`src/rtl/sys_result_drain.sv`:
```
// Result-drain stage: buffers completed systolic-array tiles in a small FIFO and
// serializes them into MIG-width beats under a valid/ready handshake.
module sys_result_drain #(
    parameter int DATA_PRECISION = 16,
    parameter int SYS_ARR_SIZE   = 2,
    parameter int MIG_DATA_WIDTH = 32,
    parameter int TILE_DEPTH     = 2
) (
    input  logic                                             clk_i,
    input  logic                                             reset_n,
    input  logic [SYS_ARR_SIZE*SYS_ARR_SIZE*DATA_PRECISION-1:0] tile_i,
    input  logic                                             tile_valid_i,
    output logic                                             tile_ready_o,
    input  logic                                             clear_i,
    output logic [MIG_DATA_WIDTH-1:0]                        beat_data_o,
    output logic                                             beat_valid_o,
    input  logic                                             beat_ready_i,
    output logic                                             beat_last_o,
    output logic [15:0]                                      tiles_done_o,
    output logic                                             overflow_o
);

    localparam int EPB    = MIG_DATA_WIDTH / DATA_PRECISION;
    localparam int ELEMS  = SYS_ARR_SIZE * SYS_ARR_SIZE;
    localparam int BEATS  = ELEMS / EPB;
    localparam int TILE_W = ELEMS * DATA_PRECISION;
    localparam int PTR_W  = $clog2(TILE_DEPTH);
    localparam int CNT_W  = PTR_W + 1;
    localparam int BIDX_W = (BEATS > 1) ? $clog2(BEATS) : 1;

    logic [TILE_W-1:0]         mem [TILE_DEPTH];
    logic [PTR_W-1:0]          wr_ptr;
    logic [PTR_W-1:0]          rd_ptr;
    logic [CNT_W-1:0]          count;
    logic [BIDX_W-1:0]         beat_idx;
    logic [15:0]               tiles_done;
    logic                      overflow;

    logic                      push;
    logic                      drop;
    logic                      xfer;
    logic                      last_beat;
    logic                      pop;
    logic [TILE_W-1:0]         head;
    logic [MIG_DATA_WIDTH-1:0] head_beats [BEATS];

    // Handshake qualifiers depend only on registered state, so beat_ready_i
    // never reaches tile_ready_o combinationally.
    assign tile_ready_o = (count != CNT_W'(TILE_DEPTH));
    assign beat_valid_o = (count != '0);
    assign push         = tile_valid_i & tile_ready_o;
    assign drop         = tile_valid_i & ~tile_ready_o;
    assign last_beat    = (beat_idx == BIDX_W'(BEATS - 1));
    assign xfer         = beat_valid_o & beat_ready_i;
    assign pop          = xfer & last_beat;

    assign head = mem[rd_ptr];

    for (genvar b = 0; b < BEATS; b++) begin : g_beat
        assign head_beats[b] = head[b*MIG_DATA_WIDTH +: MIG_DATA_WIDTH];
    end

    assign beat_data_o  = beat_valid_o ? head_beats[beat_idx] : '0;
    assign beat_last_o  = beat_valid_o & last_beat;
    assign tiles_done_o = tiles_done;
    assign overflow_o   = overflow;

    always_ff @(posedge clk_i or negedge reset_n) begin
        if (!reset_n) begin
            wr_ptr     <= '0;
            rd_ptr     <= '0;
            count      <= '0;
            beat_idx   <= '0;
            tiles_done <= '0;
            overflow   <= 1'b0;
            for (int i = 0; i < TILE_DEPTH; i++) begin
                mem[i] <= '0;
            end
        end else if (clear_i) begin
            wr_ptr     <= '0;
            rd_ptr     <= '0;
            count      <= '0;
            beat_idx   <= '0;
            tiles_done <= '0;
            overflow   <= 1'b0;
        end else begin
            if (push) begin
                mem[wr_ptr] <= tile_i;
                wr_ptr      <= wr_ptr + 1'b1;
            end
            if (drop) begin
                overflow <= 1'b1;
            end
            if (xfer) begin
                if (last_beat) begin
                    beat_idx   <= '0;
                    rd_ptr     <= rd_ptr + 1'b1;
                    tiles_done <= tiles_done + 16'd1;
                end else begin
                    beat_idx <= beat_idx + 1'b1;
                end
            end
            // A push and a pop in the same cycle leave occupancy unchanged.
            case ({push, pop})
                2'b10:   count <= count + 1'b1;
                2'b01:   count <= count - 1'b1;
                default: count <= count;
            endcase
        end
    end

endmodule
```
`config.mk`:
```
export PLATFORM = sky130hd
export DESIGN_NAME = sys_result_drain
export DESIGN_NICKNAME = d
export VERILOG_FILES = /design/src/rtl/sys_result_drain.sv
export SDC_FILE = /design/constraint.sdc
export NUM_CORES = 1
export LEC_CHECK = 0
export ABC_AREA = 1
export BUFFER_PORTS_ARGS = -buffer_cell sky130_fd_sc_hd__buf_2
export CAP_MARGIN = 20
export CORE_MARGIN = 2
export CORE_UTILIZATION = 29
export CTS_BUF_LIST = sky130_fd_sc_hd__clkbuf_8
export DETAILED_ROUTE_END_ITERATION = 6
export GPL_TIMING_DRIVEN = 0
export PLACE_DENSITY_LB_ADDON = 0.05
export SKIP_LAST_GASP = 1
export SLEW_MARGIN = 20
export SYNTH_ARGS = -nofsm -noshare
export SYNTH_HDL_FRONTEND = slang
export SYNTH_SLANG_ARGS = --single-unit
```
`constraint.sdc`:
```
create_clock -name clk_i -period 2.5 [get_ports clk_i]
set_clock_uncertainty 0.2 [all_clocks]
set_input_delay 0.25 -clock clk_i [delete_from_list [all_inputs] [get_ports clk_i]]
set_output_delay 0.25 -clock clk_i [all_outputs]
set_load 0.01 [all_outputs]
```
==> key figures, run 1 <==
Critical path
  – Worst path required time: 2.05 ns
  – R2R setup slack: 0.72 ns
  – Reg2reg start: count[1]
  – Worst Setup SP: count[1]
  – Worst reg2reg path depth: 9
  – Crit-path max FO: 10
  – CP Launch Type: flip-flop
  – Worst r2r dst: tiles_done_o[3]
  – Worst path arrival time: 1.93 ns
  – Crit end category: output pin
  – Critical path class: flip-flop to output pin

Pwr
  – Sw Pwr: 2.335 mW
  – Combinational power share: 0.260
  – Sequential Power Share: 0.455
  – P_int: 5.018 mW
  – Leakage: between 5 and 6 nW
  – Total power: 7.354 mW
  – Clk pwr share: 0.285
  – VDD IR max: 0.3058 mV
  – Switch share: 0.3176
  – PwrDens: 735.1 mW/mm^2

Timing
  – Worst slew pin tran: 0.6352 ns
  – Crit path time final: about 2.4 ns
  – Post-route setup TNS: 0 ns
  – Final hold violation count: 0
  – RSZ-0062 raised after global routing: true
  – Setup violations, final: 0
  – Rel. slew slack: 0.5765
  – Final worst-path cycle share: 0.9508
  – Fmax: 420.7 MHz
  – Worst setup margin: 0.1229 ns
  – Slew Limit Fails: 0

Worst hold path
  – Hold_sp: beat_ready_i
  – HP Class: input pin to flip-flop
  – Worst Hold End: beat_idx
  – Worst Hold Path Cells: 5

Finish
  – Most frequent cells in the layout: nand2_1, nor2_1, dfrtp_1, buf_2, o21ai_2
  – NumNets Final: ~1200
  – Synthesis-to-finish area growth: 28.76%
  – Final core utilization: 0.3817
  – Fillers: 2780
  – Layout cells sized above 1: 0.2847
  – Commonest non-fill, non-tap cell in the layout: nand2_1
  – # diodes: 0

Run status
  – Status: finished, final reports clean

Detailed routing
  – DRT antenna net count: 0
  – Via density: 4.475
  – Met2 routed WL: roughly 11 mm
  – Detailed Route Iter0 Violations: 409
  – WL/cell: ~16 um
  – Via count: 6592
  – Top Metal Used: met4
  – # DRC: 0
  – Metal-1 WL: 11.50 mm
  – Total Wirelength: 23.37 mm
  – Met3 WL post-DR: 626 um
  – Drt first pass iters: 4

CTS
  – Clk slew on worst S/H paths: 0.08 ns
  – Root buf cell: clkbuf_8
  – H-Tree Depth: 4
  – Max Buffers Root-to-Sink: 2
  – Latest clock arrival within the worst-skew pair: 0.44 ns
  – CTS tree: done
  – CTS Buf Count: 17
  – Clock sink count: 150

Floorplan
  – Die Y: between 150 and 200 um
  – Core ar.: 0.02621 sq mm
  – Ports: about 120
  – Die Footprint: 0.02811 sq mm
  – # rows: between 50 and 60
  – Initial Util: 0.2964
  – Die width: 167.7 um

Logic synthesis
  – Post-synthesis sequential area ratio: 0.4832
  – Mapped Area: 0.007769 sq mm
  – Post-synthesis net count: 988
  – Synth Area per Inst: between 8 and 9 sq um
  – Seq cells post-synth: 150
  – Cells after Synth: 918
  – Top FF cell, synth: dfrtp_1
  – Top cell type's share of synthesized area: 0.4832
  – EDFF count, synth: 0
  – Synth area leaders: dfrtp_1, o21ai_2, nand2_1
  – Async SR Flop Fraction: 1.000
  – Total number of yosys warnings: 0
  – Cell taking the most area after synthesis: dfrtp_1
  – Post-synthesis cell type count: 29

Global routing
  – First-pass GRT wire length: roughly 38 mm
  – Total GRT Usage: 0.1738
  – Antenna violations before repair: 0
  – Vias in the first global route: 6750
  – Overflow after GRT: 0
  – Largest net degree at the start of global routing: 79

Placed design
  – I/O Buffers: 120
  – Dpl hpwl: 15.98 mm
  – DP Worst Slack: roughly 0.026 ns
  – GP Congestion: 0.7550

Run
  – Max-cap violations: 0
repair_timing:
| action | 4_1_cts | 5_1_grt |
|---|---|---|
| hold buffers | 68 | 0 |
| gates resized for setup | 22 | 21 |
| setup endpoints to repair | 34 | 31 |
| hold endpoints to repair | 204 | 0 |
| pin swaps | 0 | 3 |
| setup buffers | 0 | 0 |
power by group through the flow:
stage                     clock, mW  sequential [mW]  combinational, mW
after global placement            0             3.38               1.83
after floorplan                   0             3.32               1.33
after global routing           2.28             3.42               2.19
after CTS                      2.18             3.34               1.95
after detailed placement          0             3.39               1.85
final                          2.10             3.35               1.91
per-stage QoR:
| stage | cells | instance area [sq um] | hold WS, ns |
|---|---|---|---|
| 2_1_floorplan | 918 | 7769 | -0.2456 |
| 6_report | 1473 | 10000 | 0.1323 |
| 3_3_place_gp | 1373 | 8788 | 0.2564 |
| 4_1_cts | 1473 | 9978 | 0.1057 |
| 5_1_grt | 1473 | 10000 | 0.1266 |
| 3_5_place_dp | 1374 | 8826 | 0.06752 |
sequential cells by signal, summed over array words and instances (netlist names):
register and cells:
tiles_done_o 16, count 2, wr_ptr 1, overflow_o 1, rd_ptr 1, mem 128
beat_idx 1
cells by family after synthesis:
family                     after synthesis  share of synthesized area
xor gates and xnor gates                 1                   0.001128
adders and majority gates                1                   0.001610
DFF                                    150                     0.4832
and+or+nand+nor                        380                     0.2000
buffers and inverters                  146                     0.1077
AOI/OAI and AO/OA                      240                     0.2063
metal layers:
metal  vias up  GRT usage
met5         -          0
met4         0    0.03403
met3        10    0.03120
met2       100     0.2878
met1      3132     0.2397
li1       3350          -
critical path: stages, from the launching register on:
cell and delay [ns]:
dfrtp_1 0.49, nor2_4 0.34, clkbuf_2 0.38, a21oi_1 0.11, buf_2 0.16
synth_stat cells, types with 2 or more instances:
master / n
nand2_1: 190
nor2_1: 151
dfrtp_1: 150
o21ai_2: 104
inv_1: 86
o21ai_0: 72
a21oi_1: 36
o21ai_1: 24
buf_6: 21
nand3_1: 15
clkbuf_1: 14
nand4_1: 11
buf_2: 9
buf_12: 7
inv_2: 4
nand2_4: 4
buf_1: 3
o21bai_1: 3
nand2_2: 2
nor2_4: 2
nor3_1: 2
how the worst max path moves through the flow:
stage,endpoint,slack (ns),cells after the start
2_1_floorplan,beat_data_o[25],0.82,5
3_3_place_gp,mem[113],-1.71,1
3_5_place_dp,beat_data_o[0],0.03,6
4_1_cts,beat_data_o[0],0.008,6
5_1_grt,beat_data_o[24],-0.009,6
6_report,beat_data_o[13],0.12,4
area by class of cell:
class | count | area [sq um] | area share
flip-flops and latches | 150 | 3754 | 0.3752
multi-input cells | 622 | 3178 | 0.3177
repair buffers | 189 | 1319 | 0.1318
plain buffers | 55 | 554.3 | 0.05541
well taps | 335 | 419.2 | 0.04190
inverters | 91 | 346.6 | 0.03465
clock buffers | 20 | 275.3 | 0.02752
clock inverters | 11 | 157.7 | 0.01576
Note: power is estimated with default switching activity, not from simulation.
==> inputs of run 2 (changes only) <==
Settings changed: CORE_MARGIN 2 to 8.
Clock period 2.5 ns to 3.05 ns, I/O delays scaled along.
==> run 2 against run 1 <==
Global-route usage decreased by 2.0 points. Power decreased by 21%. Largest cell class unchanged. Final cell count increased by 0.34%. Worst hold slack improved by 0.028 ns. Die area increased by 15%. Largest power group unchanged.
==> key figures, run 2 (synthesis results as in run 1) <==
Pwr
  – PwrDens: 589.5 mW/mm^2
  – Leakage: 4.930 nW
  – VDD IR max: 0.2638 mV

Global routing
  – Total GRT Usage: 0.1537
  – Overflow after GRT: 0
  – First-pass GRT wire length: 39.41 mm
  – Largest net degree at the start of global routing: 88
  – Antenna violations before repair: 0
  – Vias in the first global route: 6992

Finish
  – Number of flip-flops in the largest register: roughly 130
  – Layout cells sized above 1: 0.2753
  – Most frequent cells in the layout: nand2_1, nor2_1, dfrtp_1, buf_2, o21ai_2
  – Register Area: between 0.003 and 0.004 sq mm
  – Fillers: 2849
  – Multi-input logic area: 0.003178 sq mm
  – Synthesis-to-finish area growth: 27.30%
  – # diodes: 0
  – Register with the most flip-flops: mem
  – Design area: about 0.01 sq mm
  – NumNets Final: 1195
  – Commonest non-fill, non-tap cell in the layout: nand2_1

Critical path
  – Worst path required time: 2.54 ns
  – Critical path class: flip-flop to output pin
  – Crit-path max FO: 10
  – Crit end category: output pin
  – CP Launch Type: flip-flop
  – Worst path arrival time: 2.27 ns
  – Worst reg2reg path depth: 8

Detailed routing
  – Via count: 6605
  – DRT antenna net count: 0
  – Total Wirelength: 24.24 mm
  – Via density: 4.469
  – # DRC: 0
  – WL/cell: 16.40 um
  – Drt first pass iters: 4
  – Detailed Route Iter0 Violations: 415

CTS
  – Root buf cell: clkbuf_8
  – CTS Buf Count: 17
  – Post-CTS setup buffers: 0
  – Clock sink count: 150
  – CTS tree: done
  – H-Tree Depth: 4
  – Clk slew on worst S/H paths: about 0.080 ns
  – Latest clock arrival within the worst-skew pair: 0.46 ns
  – Max Buffers Root-to-Sink: 2

Timing
  – Fmax: 360.7 MHz
  – Final worst-path cycle share: 0.9091
  – Crit path time final: between 2 and 3 ns
  – Slew Limit Fails: 0
  – Setup violations, final: 0
  – Worst slew pin tran: 0.7133 ns
  – Worst setup margin: roughly 0.28 ns
  – Final hold violation count: 0
  – Rel. slew slack: 0.5244
  – RSZ-0062 raised after global routing: false

Placed design
  – Dpl hpwl: 16.77 mm
  – Placed Area: 0.008833 sq mm
  – I/O Buffers: 120
  – DP Worst Slack: roughly 0.45 ns
  – GP Congestion: 0.7198

Worst hold path
  – Worst Hold Path Cells: 5
  – HP Class: input pin to flip-flop

Floorplan
  – Die width: 179.7 um
  – Initial Util: 0.2915
  – # rows: 60
  – Die Y: 179.7 um
  – Core ar.: approximately 0.027 sq mm
  – Die Footprint: 0.03228 sq mm
  – Ports: 121

Run status
  – Status: finished, final reports clean

Run
  – Max-cap violations: 0
## run 2: cell type report
cell class | count | area share
clock buffers | 17 | 0.02366
inverters | 91 | 0.03505
multi-input cells | 622 | 0.3214
repair buffers | 189 | 0.1333
well taps | 341 | 0.04314
flip-flops and latches | 150 | 0.3796
clock inverters | 14 | 0.01417
plain buffers | 54 | 0.04972
## run 2: what timing repair did
item / CTS / global route
hold endpoints to repair: 195 / 0
gates resized for setup: 2 / 4
pin swaps: 0 / 0
setup endpoints to repair: 4 / 15
hold buffers: 68 / 0
## run 2: worst paths after layout
check | slack, ns | start | to
setup / recovery | 0.28 | beat_idx | beat_data_o[12]
min in group asynchronous | 0.17 | reset_n | tiles_done_o[15]
hold / removal | 0.16 | beat_ready_i | beat_idx
max in group asynchronous | 1.60 | reset_n | mem[83]
setup reg to reg | 1.23 | beat_idx | count[1]
hold reg to reg | 0.28 | mem[34] | mem[34]
## run 2: where the power goes
part | switching [mW] | total, mW | internal [mW]
logic | 0.894 | 1.56 | 0.667
registers | 0.247 | 2.74 | 2.49
clock network | 0.816 | 1.53 | 0.716
## run 2: metrics by stage
stage,hold slack [ns],cells,util,TNS (ns),total power [mW]
after global placement,0.2574,1379,0.3300,-177.55,4.280
final,0.1604,1478,0.3711,0,5.830
after CTS,0.1435,1479,0.3711,0,5.927
after global routing,0.1434,1478,0.3711,0,6.285
after floorplan,-0.1906,918,-,0,3.811
after detailed placement,0.09543,1380,0.3315,0,4.306
## run 2: critical path: stages, from the launching register on
cell      delay [ns]
dfrtp_1         0.36
buf_2           0.19
inv_2           0.17
clkbuf_1        0.55
nor2_1          0.10
o21ai_0         0.17
a21oi_1         0.11
buf_2           0.16
## run 2: metal layers
| metal | vias to the layer above | part of all wire | global-route usage | wire length, um |
|---|---|---|---|---|
| met3 | 8 | 0.031 | 0.03286 | 763 |
| met2 | 101 | 0.47 | 0.2508 | 11450 |
| met1 | 3149 | 0.49 | 0.2085 | 11890 |
| met5 | - | 0 | 0 | 0 |
| met4 | 0 | 0.0059 | 0.02768 | 142 |
| li1 | 3347 | - | - | - |
==> inputs of run 3 (changes only) <==
Settings changed: CORE_ASPECT_RATIO set to 0.75.
==> run 3 against run 2 <==
Sequential share of layout area hardly changed. Fmax rose by 1.5%. Register-to-register slack better by 0.05 ns. First-iteration DRC count decreased by 31%. Via count up 0.42%. Global-route usage increased by 0.42 points. Final cell count up 0.68%. Setup slack improved by 0.041 ns. Die area rose by 0.17%. Sequential power about the same.
==> key figures, run 3 (synthesis results as in run 1) <==
Run status
  – Status: finished, final reports clean

Finish
  – Synthesis-to-finish area growth: 27.33%
  – Multi-input logic area: 0.003178 sq mm
  – Design area: 0.009892 sq mm
  – Register Area: between 0.003 and 0.004 sq mm
  – Layout cells sized above 1: 0.2735
  – # diodes: 0
  – Commonest non-fill, non-tap cell in the layout: nand2_1
  – Register with the most flip-flops: mem
  – Fillers: 2879
  – NumNets Final: 1195
  – Number of flip-flops in the largest register: 128
  – Most frequent cells in the layout: nand2_1, nor2_1, dfrtp_1, buf_2, o21ai_2

CTS
  – Max Buffers Root-to-Sink: 2
  – Clock sink count: 150
  – Clk slew on worst S/H paths: about 0.090 ns
  – CTS Buf Count: 17
  – CTS tree: done
  – Latest clock arrival within the worst-skew pair: 0.45 ns
  – Root buf cell: clkbuf_8
  – Post-CTS setup buffers: 0
  – H-Tree Depth: 4

Pwr
  – Total power: 5.801 mW
  – VDD IR max: 0.2756 mV
  – Leakage: 4.939 nW
  – PwrDens: 586.4 mW/mm^2

Detailed routing
  – Total Wirelength: 24.68 mm
  – Via count: 6633
  – # DRC: 0
  – Detailed Route Iter0 Violations: 286
  – Drt first pass iters: 5
  – WL/cell: 16.59 um
  – DRT antenna net count: 0
  – Via density: 4.458

Timing
  – Worst slew pin tran: 0.7157 ns
  – Slew Limit Fails: 0
  – Final worst-path cycle share: 0.8956
  – Hold slack final: between 0.1 and 0.15 ns
  – Final hold violation count: 0
  – Fmax: 366.1 MHz
  – Setup violations, final: 0
  – RSZ-0062 raised after global routing: false
  – Rel. slew slack: 0.5228
  – Crit path time final: 2.731 ns

Floorplan
  – Core ar.: 0.02668 sq mm
  – # rows: 52
  – Initial Util: 0.2912
  – Die Y: 157.7 um
  – Ports: 121
  – Die Footprint: 0.03234 sq mm
  – Die width: between 200 and 250 um

Run
  – Max-cap violations: 0

Placed design
  – Placed Area: slightly below 0.009 sq mm
  – GP Congestion: 0.7285
  – I/O Buffers: 120
  – Dpl hpwl: 17.23 mm

Critical path
  – Crit-path max FO: 12
  – WP buf/inv: 3
  – Slowest-stage cell, CP: clkbuf_1
  – CP Launch Type: flip-flop
  – CP cell instances: inv_2, clkbuf_1, o21ai_0, a21oi_1, buf_2
  – Delay-heaviest family, CP: buffers and inverters
  – Worst path arrival time: 2.23 ns
  – Critical Path Max Stage Delay: around 0.5 ns
  – Worst Setup SP: rd_ptr
  – Critical path class: flip-flop to output pin
  – Worst path required time: 2.54 ns
  – Crit end category: output pin
  – Reg2reg start: beat_idx

Global routing
  – Antenna violations before repair: 0
  – Total GRT Usage: 0.1579
  – Overflow after GRT: 0
  – Largest net degree at the start of global routing: 81
  – Vias in the first global route: around 7000
  – First-pass GRT wire length: 39.32 mm

Worst hold path
  – HP Class: input pin to flip-flop
  – Hold_sp: beat_ready_i
==> run 3: cell types whose count changed in the layout (fill, tap and decap cells not counted) <==
cell,previous run,this run
clkinv_2,3,6
clkinv_4,4,1
clkinvlp_4,3,1
clkbuf_1,9,10
clkbuf_2,5,4
clkbuf_8,17,18
inv_1,88,89
==> run 3: final cells by class <==
class | count | area share
plain buffers | 54 | 0.04958
clock buffers | 18 | 0.02504
clock inverters | 13 | 0.01189
inverters | 91 | 0.03504
multi-input cells | 622 | 0.3213
flip-flops and latches | 150 | 0.3795
well taps | 351 | 0.04440
repair buffers | 189 | 0.1333
==> run 3: layer usage <==
layer | GRT usage | vias up | routed length (um)
met1 | 0.2316 | 3159 | 12900
li1 | - | 3359 | -
met4 | 0.03193 | 0 | 229
met2 | 0.2368 | 105 | 10650
met3 | 0.03108 | 10 | 899
met5 | 0 | - | 0
==> run 3: timing repair <==
item	in CTS	in global routing
setup endpoints to repair	13	7
hold buffers	68	0
endpoints found under the hold margin	202	0
gates resized for setup	3	0
==> run 3: path summary, 6_finish.rpt <==
path | slack [ns] | end | cells past startpoint
worst max-delay path | 0.32 | beat_data_o[24] | 5
worst min-delay path | 0.12 | beat_idx | 5
worst max register to register | 1.28 | count[0] | 8
worst min register to register | 0.28 | mem[4] | 2
max in group asynchronous | 1.58 | mem[49] | 3
min in group asynchronous | 0.19 | tiles_done_o[11] | 2
==> run 3: tightest hold or removal path: stages <==
cell    delay [ns]
buf_2         0.11
inv_1         0.14
nor2_4        0.06
nor2_1        0.08
nor2_1        0.05
==> run 3: power breakdown <==
group	switching, mW	internal, mW	leakage, nW
registers	0.246	2.49	1.90
logic	0.892	0.666	2.83
clock network	0.779	0.728	0.201
==> run 3: metrics by stage <==
step	setup WS, ns	cells	TNS [ns]	utilization
finish	0.3185	1488	0	0.3708
floorplan	1.317	918	0	-
global placement	-1.224	1389	-180.00	0.3302
detailed placement	0.4187	1390	0	0.3316
global route	0.1321	1488	0	0.3708
CTS	0.1147	1489	0	0.3710
